--- src/rtl/serial_io_pkg.sv ---
// Shared constants for the serial IO transmit sequencer.
// Port bases, 16550 register offsets and FSM state codes.
package serial_io_pkg;

    localparam logic [11:0] PORT_RS232 = 12'h020;
    localparam logic [11:0] PORT_WIFI  = 12'h021;
    localparam logic [11:0] PORT_BT    = 12'h022;
    localparam logic [11:0] PORT_BT2   = 12'h023;

    localparam logic [3:0] REG_THR = 4'h0;
    localparam logic [3:0] REG_LSR = 4'hA;

    localparam int LSR_THRE_BIT = 5;

    typedef logic [2:0] tx_state_t;

    localparam tx_state_t IDLE    = 3'd0;
    localparam tx_state_t LSR_RD  = 3'd1;
    localparam tx_state_t LSR_CHK = 3'd2;
    localparam tx_state_t THR_WR  = 3'd3;
    localparam tx_state_t RECOVER = 3'd4;

    function automatic logic [15:0] io_addr(
        input logic [1:0] port,
        input logic [3:0] ofs
    );
        logic [11:0] base;
        unique case (port)
            2'd0:    base = PORT_RS232;
            2'd1:    base = PORT_WIFI;
            2'd2:    base = PORT_BT;
            default: base = PORT_BT2;
        endcase
        return {base, ofs};
    endfunction

endpackage

--- src/rtl/serial_io_access_timer.sv ---
// Bus access timer: reloads to zero, counts up, flags the final
// cycle of an ACCESS_CYCLES-long access.
module serial_io_access_timer #(
    parameter int ACCESS_CYCLES = 4
) (
    input  logic clk,
    input  logic rst_n,
    input  logic load,
    output logic last
);

    localparam int CW = $clog2(ACCESS_CYCLES);
    localparam logic [CW-1:0] LAST_CNT = CW'(ACCESS_CYCLES - 1);

    logic [CW-1:0] cnt_q;

    always_ff @(posedge clk) begin
        if (!rst_n) begin
            cnt_q <= '0;
        end else if (load) begin
            cnt_q <= '0;
        end else if (cnt_q != LAST_CNT) begin
            cnt_q <= cnt_q + 1'b1;
        end
    end

    assign last = (cnt_q == LAST_CNT);

endmodule

--- src/rtl/serial_io_tx_sequencer.sv ---
// Polls a 16550 LSR until THRE, then writes the byte to THR.
// SERIAL_IO_POLL_TIMEOUT_EN enables the poll-limit abort.
module serial_io_tx_sequencer #(
    parameter int ACCESS_CYCLES = 4,
    parameter int POLL_LIMIT    = 1024
) (
    input  logic        Clock,
    input  logic        Reset_L,
    input  logic [7:0]  TxData,
    input  logic [1:0]  TxPort,
    input  logic        TxValid,
    output logic        TxReady,
    output logic        TxDone,
    output logic        TxError,
    output logic [15:0] Address,
    output logic        IOSelect_H,
    output logic        ByteSelect_L,
    output logic        WE_L,
    output logic [7:0]  DataOut,
    input  logic [7:0]  DataIn
);

    import serial_io_pkg::*;

    if (ACCESS_CYCLES < 2) begin : g_bad_access
        $error("ACCESS_CYCLES must be >= 2");
    end
    if (POLL_LIMIT < 1) begin : g_bad_poll
        $error("POLL_LIMIT must be >= 1");
    end

    tx_state_t   state_q;
    tx_state_t   state_d;
    logic [7:0]  data_q;
    logic [1:0]  port_q;
    logic [1:0]  port_d;
    logic        thre_q;
    logic        last;
    logic        accept;
    logic        poll_stop;
    logic        err_d;
    logic        bus_on;
    logic        lsr_unused;

    assign accept = (state_q == IDLE) && TxValid && TxReady;
    assign port_d = accept ? TxPort : port_q;
    assign lsr_unused = ^DataIn;

`ifdef SERIAL_IO_POLL_TIMEOUT_EN
    localparam int PW = $clog2(POLL_LIMIT + 1);
    localparam logic [PW-1:0] POLL_MAX  = PW'(POLL_LIMIT);
    localparam logic [PW-1:0] POLL_LAST = PW'(POLL_LIMIT - 1);

    logic [PW-1:0] poll_q;

    always_ff @(posedge Clock) begin
        if (!Reset_L) begin
            poll_q <= '0;
        end else if (accept) begin
            poll_q <= '0;
        end else if (state_q == LSR_CHK && !thre_q && poll_q != POLL_MAX) begin
            poll_q <= poll_q + 1'b1;
        end
    end

    assign poll_stop = (poll_q == POLL_LAST);
    // Raised while LSR_CHK is occupied, i.e. decided on the final read edge
    assign err_d = (state_q == LSR_RD) && last
                && !DataIn[LSR_THRE_BIT] && poll_stop;
`else
    assign poll_stop = 1'b0;
    assign err_d     = 1'b0;
`endif

    always_comb begin
        state_d = state_q;
        unique case (state_q)
            IDLE:    if (accept) state_d = LSR_RD;
            LSR_RD:  if (last) state_d = LSR_CHK;
            LSR_CHK: begin
                if (thre_q)         state_d = THR_WR;
                else if (poll_stop) state_d = IDLE;
                else                state_d = LSR_RD;
            end
            THR_WR:  if (last) state_d = RECOVER;
            RECOVER: state_d = IDLE;
            default: state_d = IDLE;
        endcase
    end

    serial_io_access_timer #(
        .ACCESS_CYCLES(ACCESS_CYCLES)
    ) u_timer (
        .clk  (Clock),
        .rst_n(Reset_L),
        .load (state_d != state_q),
        .last (last)
    );

    assign bus_on = (state_d == LSR_RD) || (state_d == THR_WR);

    // Outputs are registered from the next state so they align with it
    always_ff @(posedge Clock) begin
        if (!Reset_L) begin
            state_q      <= IDLE;
            data_q       <= '0;
            port_q       <= '0;
            thre_q       <= 1'b0;
            TxReady      <= 1'b0;
            TxDone       <= 1'b0;
            TxError      <= 1'b0;
            Address      <= '0;
            IOSelect_H   <= 1'b0;
            ByteSelect_L <= 1'b1;
            WE_L         <= 1'b1;
            DataOut      <= '0;
        end else begin
            state_q <= state_d;
            if (accept) begin
                data_q <= TxData;
                port_q <= TxPort;
            end
            if (state_q == LSR_RD && last) begin
                thre_q <= DataIn[LSR_THRE_BIT];
            end
            TxReady      <= (state_d == IDLE);
            TxDone       <= (state_d == RECOVER);
            TxError      <= err_d;
            IOSelect_H   <= bus_on;
            ByteSelect_L <= !bus_on;
            WE_L         <= (state_d != THR_WR);
            DataOut      <= (state_d == THR_WR) ? data_q : 8'h00;
            if (state_d == LSR_RD) begin
                Address <= io_addr(port_d, REG_LSR);
            end else if (state_d == THR_WR) begin
                Address <= io_addr(port_q, REG_THR);
            end else begin
                Address <= 16'h0000;
            end
        end
    end

endmodule

--- config.mk ---
export PLATFORM = sky130hd
export DESIGN_NAME = serial_io_tx_sequencer
export DESIGN_NICKNAME = d
export VERILOG_FILES = /design/src/rtl/serial_io_pkg.sv /design/src/rtl/serial_io_access_timer.sv /design/src/rtl/serial_io_tx_sequencer.sv
export SDC_FILE = /design/constraint.sdc
export NUM_CORES = 1
export LEC_CHECK = 0
export BUFFER_PORTS_ARGS = -buffer_cell sky130_fd_sc_hd__buf_2
export CAP_MARGIN = 20
export CORE_MARGIN = 3
export CORE_UTILIZATION = 47
export CTS_CLUSTER_DIAMETER = 30
export DETAILED_ROUTE_END_ITERATION = 16
export GPL_ROUTABILITY_DRIVEN = 0
export GPL_TIMING_DRIVEN = 0
export HOLD_SLACK_MARGIN = 0.08
export PLACE_DENSITY_LB_ADDON = 0.08
export SYNTH_ARGS = -nofsm -noshare
export SYNTH_HDL_FRONTEND = slang
export SYNTH_SLANG_ARGS = --single-unit
--- constraint.sdc ---
create_clock -name Clock -period 1.4 [get_ports Clock]
set_input_delay 0.07 -clock Clock [delete_from_list [all_inputs] [get_ports Clock]]
set_output_delay 0.07 -clock Clock [all_outputs]
set_load 0.01 [all_outputs]
==> results.md <==
- Status: complete, no violations
- Async S/R FF share, synth: 0%
- Worst-path clk slew: 0.09 ns
- Combinational fraction of design power: 13.6%
- CP arrival: 1.63 ns
- GRT Util Overall: 16.8%
- Remaining antenna violation count: 0
- Mapped Area: 1300 um2
- Num CTS Buffers: 5
- Final wirelength: 2.74 mm
- Final Hold Vio Count: 0
- Main synth FF type: dfxtp_1
- Power share of the clock group: 31.9%
- Top post-synthesis cells by area: dfxtp_1 51%, buf_4 8.6%, a21oi_1 5.8%, and4_1 4.7%, nand3_1 4.2%
- Synth cell count leaders: 33 x dfxtp_1, 15 x a21oi_1, 15 x buf_4, 11 x nand3_1, 10 x o21ai_0
- P&R area growth vs syn: 35.2%
- Seq pwr share: 54.5%
- Chip height: 58.6 um
- Synth Register Bits: 33
- Worst min path class: in -> reg
- First-pass GRT wire length: 4.11 mm
- Max-Cap Viols: 0
- Row cnt: 18
- Largest net degree at the start of global routing: 11
- Max Freq: 739 MHz
- Drt initial violations: 18
- Via Count: 1071
- Clock Tree Buf Depth: 2
- Worst path buffer plus inverter count: 1
- Worst clock skew: 0.00523 ns
- CTS root buf: clkbuf_4
- Vias in the first global route: 918
- RSZ-0062 raised after global routing: no
- EDFF count, synth: 0
- Cell taking the most area after synthesis: dfxtp_1
- Worst vdd ir: 0.792 mV
- Minimum clock period: 1.35 ns
- Net Sw Frac: 24.0%
- Design Power: 1.85 mW
- # H-tree levels: 2
- Distinct cells, synth: 32
- Crit-path slowest cell: dfxtp_2
- Crit-path cells: ha_4, xnor2_2, mux2i_1, buf_4, and4_4
- Top-count cell post-synth: dfxtp_1
- Final Slew Violations: 0
- Seq/Total Area, Yosys: 50.7%
- Element type at the critical path end: flop
- Vias/cell: 4.80
- N_diodes: 0
- Initial antenna violation count: 0
- Clk Latency, worst-skew pair: 0.33 ns
- Internal: 1.40 mW
- WS Path Type: reg -> reg
- Worst hold margin: 0.145 ns
- # IOs: 51
- CTS tree: done
- Share of layout cells above drive strength 1: 37.8%
- Power Dens Cells: 1050 nW/um2
- Filler Cells Inserted: 219
- Pre-CTS setup slack: -0.0685 ns
- Total die area: 3440 um2
- Critical Path Max Stage Delay: 0.35 ns
- Non-Filler Instances: 223
- Nets: 214
- Drt first pass iters: 4
- Initial core utilization: 51.2%
- CP required: 1.67 ns
- Static Leak: 0.816 nW
- Worst path top cell family by delay: flip-flops
- Reg2reg setup slack: 0.05 ns
- Cells after synthesis: 129
- Net Sw Power: 0.444 mW
- Dpl cells: 201
- Critical path fanouts, max: 8
- Syn_area_per_cell: 10.1 um2
- Period utilization: 96.7%
- DRC errors left: 0
- # port buffers: 31
- Final WS setup: 0.0460 ns
- Grt ovf: 0
- CTS Sinks: 33
- YS warnings: 0
- Final Util: 69.2%
- DP HPWL: 1.82 mm
- # setup viols final: 0
- Post-synth top area share: 50.7%
- Core area: 2540 um2
- Width of the die: 58.6 um
- Worst setup SP type: flop
- Routed len/inst: 12.3 um
[path summary, 6_finish.rpt]
path | cells after the start | to | start
worst max-delay path | 5 | DataOut[0] | u_timer.cnt_q[0]
worst max register to register | 5 | DataOut[0] | u_timer.cnt_q[0]
worst min register to register | 1 | DataOut[5] | data_q[5]
worst min-delay path | 4 | u_timer.cnt_q[1] | TxValid
[per-stage QoR]
stage          TNS (ns)  area [um2]
2_1_floorplan         0        1340
3_3_place_gp    -0.0149        1540
3_5_place_dp     -0.397        1540
4_1_cts               0        1740
5_1_grt               0        1760
6_report              0        1760
[flip-flops by register name, summed over array words and instances, names as in the netlist]
register and flops:
WE_L 1, ByteSelect_L 1, DataOut 8, TxDone 1
TxReady 1, IOSelect_H 1, data_q 8, u_timer.cnt_q 2
state_q 3, Address 4, port_q 2, thre_q 1
[cells in the final DEF (no fill, tap or decap), drive strengths merged]
master       Yosys  routed
a211oi           1       1
a21oi           15      15
a31o             1       1
and2             1       1
and3             1       1
and4            10      10
and4bb           2       2
buf             18      51
clkbuf           4      11
clkinv           0       1
conb             1      12
dfxtp           33      33
dlygate4sd3      0      12
ha               1       1
inv              6       6
mux2i            2       2
nand2            2       2
nand3           11      11
nand3b           1       1
nand4            2       2
nand4bb          1       1
nor2             1       1
nor2b            1       1
o21ai           11      11
o21bai           1       1
o41ai            1       1
xnor2            1       1
[per-layer routing]
metal  GRT usage [%]  routed length (um)
met1            20.1                1200
met2            27.0                1310
met3            5.92                 178
met4            7.77                  46
met5               0                   0
[kinds of logic after synthesis]
logic type      after synthesis  synth area share, %
buf+inv                      28                 14.0
mux                           2                 1.54
fa+ha+maj                     1                0.960
flops                        33                 50.7
simple gates                 33                 18.9
xor+xnor                      1                0.673
compound gates               30                 12.9
other cells                   1                0.288
[cell type report]
type                       instances  area [um2]  share of cell area (%)
tap                               30        37.5                    2.13
timing repair buffer              46         295                    16.8
buffer                            21         144                    8.17
sequential                        33         662                    37.6
clock inverter                     1        5.00                   0.284
clock buffer                       7        65.1                    3.70
multi-input combinational         79         524                    29.8
inverter                           6        27.5                    1.56
[worst min-delay path, cell delays in order]
cell	delay (ns)
buf_2	0.11
a211oi_2	0.09
nand4_1	0.08
o21ai_0	0.07
[power groups by stage]
stage	combinational [mW]	clock [mW]	sequential [mW]
2_1_floorplan	0.142	0	1.03
3_3_place_gp	0.203	0	1.02
3_5_place_dp	0.208	0	1.02
4_1_cts	0.242	0.612	1.00
5_1_grt	0.277	0.641	1.01
6_report	0.252	0.590	1.01
[timing repair]
item                       in CTS  in global routing
hold endpoints to repair       17                  0
setup endpoints to repair       9                 11
cloned                          1                  0
hold buffers                   12                  0
buffers inserted                1                  1
gates resized for setup         5                  1
pin swaps                       0                  1
(Power assumes the default switching activity.)
